## src/rtl/imm_materializer_if.sv

```systemverilog
`default_nettype none
// ============================================================================
// Module   : imm_materializer_if
// Brief    : Request and instruction-stream handshake bundle for imm_materializer
// Revision : 1.0
// ============================================================================
interface imm_materializer_if;
  logic        req_valid;
  logic        req_ready;
  logic [63:0] req_imm;
  logic [4:0]  req_rd;
  logic        inst_valid;
  logic        inst_ready;
  logic [31:0] inst_word;
  logic        inst_last;

  modport master (
    output req_valid, req_imm, req_rd, inst_ready,
    input  req_ready, inst_valid, inst_word, inst_last
  );

  modport slave (
    input  req_valid, req_imm, req_rd, inst_ready,
    output req_ready, inst_valid, inst_word, inst_last
  );
endinterface
`default_nettype wire

```

## src/rtl/imm_materializer.sv

```systemverilog
`default_nettype none
// ============================================================================
// Module   : imm_materializer
// Brief    : Turns a 64-bit constant into a MOVZ/MOVK word stream for LEGv8
// Revision : 1.0
// ============================================================================
module imm_materializer #(
  parameter bit SKIP_ZERO = 1'b1
) (
  input  logic              CLK,
  input  logic              Reset_L,
  imm_materializer_if.slave bus
);

  localparam logic [8:0] OPC_MOVZ = 9'b110100101;
  localparam logic [8:0] OPC_MOVK = 9'b111100101;

  typedef enum logic [0:0] {
    IDLE = 1'b0,
    EMIT = 1'b1
  } state_t;

  state_t      state;
  state_t      state_nxt;
  logic [63:0] imm_q;
  logic [63:0] imm_nxt;
  logic [4:0]  rd_q;
  logic [4:0]  rd_nxt;
  logic [3:0]  mask;
  logic [3:0]  mask_nxt;
  logic        first;
  logic        first_nxt;

  logic [3:0]  nz;
  logic [3:0]  accept_mask;
  logic [1:0]  hw;
  logic [15:0] imm16;
  logic        last;
  logic        emit;

  for (genvar i = 0; i < 4; i++) begin : g_nz
    assign nz[i] = SKIP_ZERO ? (|bus.req_imm[16*i +: 16]) : 1'b1;
  end

  // A zero constant still needs one MOVZ to clear the register.
  assign accept_mask = (nz == 4'd0) ? 4'b0001 : nz;

  always_comb begin
    hw = 2'd3;
    casez (mask)
      4'b???1: hw = 2'd0;
      4'b??10: hw = 2'd1;
      4'b?100: hw = 2'd2;
      default: hw = 2'd3;
    endcase
  end

  always_comb begin
    imm16 = imm_q[15:0];
    case (hw)
      2'd0:    imm16 = imm_q[15:0];
      2'd1:    imm16 = imm_q[31:16];
      2'd2:    imm16 = imm_q[47:32];
      default: imm16 = imm_q[63:48];
    endcase
  end

  assign last = (mask != 4'd0) && ((mask & (mask - 4'd1)) == 4'd0);
  assign emit = (state == EMIT);

  assign bus.req_ready  = (state == IDLE);
  assign bus.inst_valid = emit;
  assign bus.inst_last  = emit & last;
  assign bus.inst_word  = emit ? {(first ? OPC_MOVZ : OPC_MOVK), hw, imm16, rd_q} : 32'd0;

  always_comb begin
    state_nxt = state;
    imm_nxt   = imm_q;
    rd_nxt    = rd_q;
    mask_nxt  = mask;
    first_nxt = first;
    case (state)
      IDLE: begin
        if (bus.req_valid) begin
          imm_nxt   = bus.req_imm;
          rd_nxt    = bus.req_rd;
          mask_nxt  = accept_mask;
          first_nxt = 1'b1;
          state_nxt = EMIT;
        end
      end
      EMIT: begin
        if (bus.inst_ready) begin
          // Clearing the lowest set bit retires exactly halfword hw.
          mask_nxt  = mask & (mask - 4'd1);
          first_nxt = 1'b0;
          if (last) begin
            state_nxt = IDLE;
          end
        end
      end
      default: state_nxt = IDLE;
    endcase
  end

  always_ff @(posedge CLK or negedge Reset_L) begin
    if (!Reset_L) begin
      state <= IDLE;
      imm_q <= 64'd0;
      rd_q  <= 5'd0;
      mask  <= 4'd0;
      first <= 1'b0;
    end else begin
      state <= state_nxt;
      imm_q <= imm_nxt;
      rd_q  <= rd_nxt;
      mask  <= mask_nxt;
      first <= first_nxt;
    end
  end

endmodule
`default_nettype wire

```

## src/flat_wrapper.sv

```systemverilog
// flat-port wrapper written by rule: the top's interface ports become plain ports
module imm_materializer_flat 
#(
  parameter bit SKIP_ZERO = 1'b1
)
  (CLK, Reset_L, bus_req_valid, bus_req_imm, bus_req_rd, bus_inst_ready, bus_req_ready, bus_inst_valid, bus_inst_word, bus_inst_last);
  imm_materializer_if bus_i ();
  input  logic CLK;
  input  logic Reset_L;
  input wire logic [$bits(bus_i.req_valid)-1:0] bus_req_valid;
  input wire logic [$bits(bus_i.req_imm)-1:0] bus_req_imm;
  input wire logic [$bits(bus_i.req_rd)-1:0] bus_req_rd;
  input wire logic [$bits(bus_i.inst_ready)-1:0] bus_inst_ready;
  output wire logic [$bits(bus_i.req_ready)-1:0] bus_req_ready;
  output wire logic [$bits(bus_i.inst_valid)-1:0] bus_inst_valid;
  output wire logic [$bits(bus_i.inst_word)-1:0] bus_inst_word;
  output wire logic [$bits(bus_i.inst_last)-1:0] bus_inst_last;
  assign bus_i.req_valid = bus_req_valid;
  assign bus_i.req_imm = bus_req_imm;
  assign bus_i.req_rd = bus_req_rd;
  assign bus_i.inst_ready = bus_inst_ready;
  assign bus_req_ready = bus_i.req_ready;
  assign bus_inst_valid = bus_i.inst_valid;
  assign bus_inst_word = bus_i.inst_word;
  assign bus_inst_last = bus_i.inst_last;
  imm_materializer #(.SKIP_ZERO(SKIP_ZERO)) u_core (.CLK(CLK), .Reset_L(Reset_L), .bus(bus_i));
endmodule
```

## config.mk

```make
export PLATFORM = sky130hd
export DESIGN_NAME = imm_materializer_flat
export DESIGN_NICKNAME = d
export VERILOG_FILES = /design/src/rtl/imm_materializer_if.sv /design/src/rtl/imm_materializer.sv /design/src/flat_wrapper.sv
export SDC_FILE = /design/constraint.sdc
export NUM_CORES = 1
export LEC_CHECK = 0
export CAP_MARGIN = 30
export CORE_UTILIZATION = 50
export DETAILED_ROUTE_END_ITERATION = 8
export MAX_ROUTING_LAYER = met4
export PLACE_DENSITY = 0.92
export RECOVER_POWER = 50
export SLEW_MARGIN = 0
export SYNTH_ARGS = -nofsm -noshare
export SYNTH_HDL_FRONTEND = slang
export SYNTH_SLANG_ARGS = --single-unit
```

## constraint.sdc

```tcl
create_clock -name CLK -period 2.6 [get_ports CLK]
set_input_delay 0.52 -clock CLK [delete_from_list [all_inputs] [get_ports CLK]]
set_output_delay 0.52 -clock CLK [all_outputs]
set_load 0.01 [all_outputs]
```

# --- Yosys cells after proc, flatten, opt, wreduce, memory -nomap -nowiden ---
# Cells that the tools add are included.
totals:
  in_bits: 73
  output_inout_bits: 35
  ff_bits: 75
classes:
  add_sub_neg: 1
  n_reduce_logical: 11
  eq_ne: 6
  muxes: 15
  n_bitwise: 3
op_table:
  columns: ["operator", "n"]
  rows:
  - ["16-bit OR reduction", 4]
  - ["16-bit case mux with 3 select lines", 1]
  - ["32-bit two-way mux", 1]
  - ["4-bit two-way mux", 3]
  - ["4-bit zero test", 2]
  - ["4-bit case mux with 2 select lines", 1]
  - ["7-bit two-way mux", 1]
  - ["2-bit case mux with 3 select lines", 1]
  - ["1-bit two-way mux", 5]
  - ["4-bit AND", 1]
  - ["2-bit == test, second input constant", 2]
  - ["2-bit != test, second input constant", 2]
  - ["1-bit case mux with 2 select lines", 2]
  - ["2-bit AND reduction", 2]
  - ["4-bit nonzero test", 1]
  - ["4-bit by 1-bit subtractor with 4-bit output, second input constant", 1]
  - ["3-bit == test, second input constant", 1]
  - ["2-bit by 1-bit == test with 1-bit output, second input constant", 1]
  - ["2-bit zero test", 1]
  - ["1-bit AND", 1]
  - ["1-bit logical AND", 1]
  - ["1-bit NOT", 1]

# --- Longest topological paths before layout ---
# Gate-level depths: netlist (run 1).
logic_depth:
  depth_word: 7
  ltp_mapped: 7
  ltp_nobuf: 4

# --- Least setup slack after synthesis (run 1) ---
# OpenSTA, ideal clock, no wires.
synth_path:
  path_kind: "register to output"
  startpoint: "reg u_core.state (netlist: u_core.bus.inst_valid)"
  endpoint: "out bus_inst_word[21]"
  path_stages_with_launch: 4
  arrival_ps: 1289
  n_path_buf: 1
  setup_slack_ps: 791
  path_cell_list: "dfrtp_1 -> buf_2 -> inv_1 -> a211oi_1"
synth_via:
  elab_chain_len: 1
synth_lines:
  columns: ["element", "line", "text"]
  rows:
  - ["from (decl)", "imm_materializer.sv:23", "state_t state;"]
  - ["from (signal assigned)", "imm_materializer.sv:114", "state <= state_nxt;"]
  - ["32-bit two-way mux", "imm_materializer.sv:74", "assign bus.inst_word = emit ? {(first ? OPC_MOVZ : OPC_MOVK), hw, imm16, rd_q} : 32'd0;"]
  - ["to (decl)", "flat_wrapper.sv:16", "output wire logic [$bits(bus_i.inst_word)-1:0] bus_inst_word;"]
# No other way between the ends.

# --- Worst setup path in the final report (run 1) ---
layout_path:
  startpoint: "reg u_core.mask[0]"
  endpoint: "out bus_inst_last"
layout_via:
  elab_chain_len: 5
  word_cells_on_any_way: 6
  classes_between: "add/sub: 1; bitwise: 2; reduce/logical: 3"
layout_lines:
  columns: ["element", "line", "text"]
  rows:
  - ["from (decl)", "imm_materializer.sv:29", "logic [3:0] mask;"]
  - ["from (signal assigned)", "imm_materializer.sv:117", "mask <= mask_nxt;"]
  - ["4-bit by 1-bit subtractor with 4-bit output", "imm_materializer.sv:68", "assign last = (mask != 4'd0) && ((mask & (mask - 4'd1)) == 4'd0);"]
  - ["4-bit AND", "imm_materializer.sv:68", null]
  - ["4-bit zero test", "imm_materializer.sv:68", null]
  - ["1-bit logical AND (*)", "imm_materializer.sv:68", null]
  - ["1-bit AND (*)", "imm_materializer.sv:73", "assign bus.inst_last = emit & last;"]
  - ["to (decl)", "flat_wrapper.sv:17", "output wire logic [$bits(bus_i.inst_last)-1:0] bus_inst_last;"]
# Every way passes the cells marked *; elsewhere a longest branch is shown, timed or not.

==> qor.yml, run 1 <==
drt:
  wirelength_mm: 10.3
  vias_per_cell: 5.78
  detail-route-antenna-nets: 0
  drtIter0Drc: 267
  via_count: 3167
  highest-signal-layer: "met4"
  wl_per_cell_microns: 18.8
  remaining_drc_errors: 0
  wl_met2_mm: 5.51
  dr.pass1.iters: 5
  wl_met1_mm: 4.03
  wl_met3_microns: 596
timing:
  setup_violations: 0
  setup_ws_ns: 0.0873
  rsz0062_at_grt: "no"
  hold_violations: 0
  final_max_slew_viol_count: 76
  finalCritPeriodShare_pct: 96.6
  worst_slew_pin_slew_ns: 1.86
  tns_ns: 0
  timing.final.crit_period_ns: 2.51
  fin_skew_ns: 0.00837
  fmax_mhz: 398
  slew_headroom_pct: -24.2
hold_path:
  holdCritStartpoint: "u_core.rd_q[2]"
  hold_path.class: "reg -> reg"
  whs_path_depth: 1
  holdPathEnd: "u_core.rd_q[2]"
pwr:
  power_density_nw_per_um2: 1260
  power_mw: 6.53
  leakage_nw: 2.28
  ir_worst_vdd_uv: 741
run_status:
  violations: "capacitance limit, slew limit"
  status: "finished with violations"
die:
  rows: 30
  io_pins: 108
  fp.dieH_microns: 88.0
  die_x_microns: 88.0
  start_util_pct: 53.0
  die-area_sq_um: 7750
  core_area_sq_um: 6980
synth:
  synth_seq_area_share_pct: 50.7
  synth_xor_xnor_area_share_pct: 0.237
  yosys.area_share.adder_pct: 0
  synth_edf_count: 0
  yosys.area_share.simple_pct: 11.3
  syn_area_sq_um: 3700
  synth_cells: 350
  synth_flop_cell: "dfrtp_1"
  synth-async-reset-ratio_pct: 100
  synth_top_family_by_area: "multiplexers"
  synth_mux_area_share_pct: 16.4
  synth_seq_cells: 75
  synth_cell_type_count: 35
  avgSynthCellArea_sq_um: 10.6
  synth_compound_area_share_pct: 12.9
  yosysWarnings: 0
cells_and_area:
  finalNonFillerCells: 548
  finalInstanceArea_sq_um: 5180
  area_growth_pct: 40.0
  drive_gt1_share_pct: 15.3
  n_antenna_cell: 0
  fin_nets: 520
placement:
  place_congestion: 0.841
  place_ws_ns: 0.248
  dp.cells: 526
  postPlaceCellArea_sq_um: 4700
  io_buffer_count: 104
  hpwlAfterDp_mm: 6.57
job:
  drv_cap: 1
worst_setup_path:
  rrSetupSlack_ns: 0.44
  end_kind: "primary output"
  crit_type: "reg -> out"
  reg2reg_depth: 4
  cp_max_fo: 39
  r2r-start: "u_core.bus.inst_valid"
  worstPathRequired_ns: 2.08
  cp.arrival_ns: 1.99
  start_kind: "flop"
  r2r-end: "u_core.imm_q[43]"
clock_network:
  ctsLongestPathBuffers: 2
  cts_tree: "yes"
  cts_buffers: 9
  root_buffer: "clkbuf_8"
  worst_skew_pair.late_latency_ns: 0.35
  clk_pin_slew_ns: 0.08
  hold_buffers: 0
  htree_levels: 3
  cts_sinks: 75
global_routing:
  grt_pass1_vias: 3095
  track_usage_pct: 27.3
  grt_max_degree: 76
  grt_overflow: 0
  grt_pass1_wl_mm: 15.2
  antenna_found_initial: 0
## worst max-delay path, cell delays in order, from the launching register on
cell	delay (ns)
dfrtp_1	0.40
buf_12	0.25
mux2i_1	0.11
o21ai_0	0.21
and2_1	0.16
clkdlybuf4s50_1	0.53
## where the power goes
group,total (mW),switching (mW),internal (mW)
Combinational,3.26,1.60,1.66
Clock,1.18,0.444,0.739
Sequential,2.09,0.339,1.75
## Yosys cell counts (7+ instances only)
| master | instances | area, sq um |
|---|---|---|
| buf_6 | 7 | 78.8 |
| nand2_1 | 18 | 67.6 |
| mux2_2 | 22 | 248 |
| mux2_1 | 31 | 349 |
| a21oi_1 | 17 | 85.1 |
| nor2_1 | 38 | 143 |
| buf_2 | 7 | 35.0 |
| nor4_1 | 16 | 100 |
| inv_1 | 20 | 75.1 |
| a221oi_1 | 16 | 140 |
| o21ai_1 | 7 | 35.0 |
| o21ai_0 | 29 | 145 |
| buf_4 | 12 | 90.1 |
| dfrtp_1 | 75 | 1880 |
## cell families (layout without fill, tap and decap cells)
logic type,after synthesis,in the layout
AOI/OAI and AO/OA,78,78
buffers and inverters,54,154
other,1,3
and+or+nand+nor,87,87
DFF,75,75
xor gates and xnor gates,1,1
muxes,54,54
## per-layer routing
metal / GRT usage [%] / vias up
li1: - / 1420
met1: 30.8 / 1588
met2: 48.2 / 144
met3: 6.22 / 15
met4: 8.36 / 0
met5: - / -
## layout by cell type, fill, tap and decap left out, drive strengths merged, types with 2 or more instances in the layout
| cell | netlist | layout |
|---|---|---|
| a21oi | 18 | 18 |
| and4 | 2 | 2 |
| or3 | 2 | 2 |
| dlygate4sd3 | 0 | 2 |
| mux2 | 53 | 53 |
| and2 | 6 | 6 |
| dlymetal6s2s | 0 | 14 |
| a211oi | 2 | 2 |
| dfrtp | 75 | 75 |
| clkbuf | 7 | 13 |
| nand4 | 2 | 2 |
| dlygate4sd2 | 0 | 2 |
| nand2 | 18 | 18 |
| a221oi | 16 | 16 |
| clkdlybuf4s50 | 0 | 85 |
| conb | 1 | 3 |
| o21ai | 36 | 36 |
| bufinv | 0 | 4 |
| nor4 | 16 | 16 |
| inv | 20 | 21 |
| nor2 | 38 | 38 |
| buf | 27 | 12 |
## worst max path at each step
stage,endpoint,slack [ns],start
4_1_cts,bus_inst_word[16],-0.03,u_core.mask[2]
3_5_place_dp,bus_inst_word[11],0.25,u_core.mask[1]
6_report,bus_inst_last,0.09,u_core.mask[0]
2_1_floorplan,bus_inst_word[21],0.79,u_core.bus.inst_valid
5_1_grt,bus_inst_last,0.0002,u_core.mask[2]
3_3_place_gp,bus_inst_word[11],0.23,u_core.mask[1]
## registers in the layout, summed over array words and instances (netlist names)
name	count
u_core.bus.inst_valid	1
u_core.first	1
u_core.imm_q	64
u_core.mask	4
u_core.rd_q	5
## repair_timing
item / in CTS / in global routing
setup buffers: 0 / 5
pin swaps: 0 / 2
resized for setup: 19 / 25
setup endpoints to repair: 18 / 15
gates cloned: 0 / 1
## layout make-up
| type | count | area (sq um) |
|---|---|---|
| clock buffer | 10 | 128 |
| clock inverter | 6 | 136 |
| fill | 443 | 1800 |
| inverter | 20 | 75.1 |
| multi-input combinational | 223 | 1610 |
| sequential | 75 | 1880 |
| tap | 96 | 120 |
| timing repair buffer | 118 | 1230 |
## through the flow
step | hold WS [ns] | util [%]
2_1_floorplan | 0.224 | -
3_3_place_gp | 0.460 | 67.4
3_5_place_dp | 0.469 | 67.4
4_1_cts | 0.348 | 72.2
5_1_grt | 0.500 | 74.2
6_report | 0.484 | 74.2
Power figures use the tool's default switching activity.
==> inputs of run 2 (changes only) <==
- CTS_CLUSTER_DIAMETER: default -> 120
==> results of run 2 <==
The final DEF is identical to that of run 1; final timing and power are the same.
==> inputs of run 3 (changes only) <==
- CAP_MARGIN: 30 -> 20
==> results of run 3 <==
The final DEF is identical to that of run 1; final timing and power are the same.
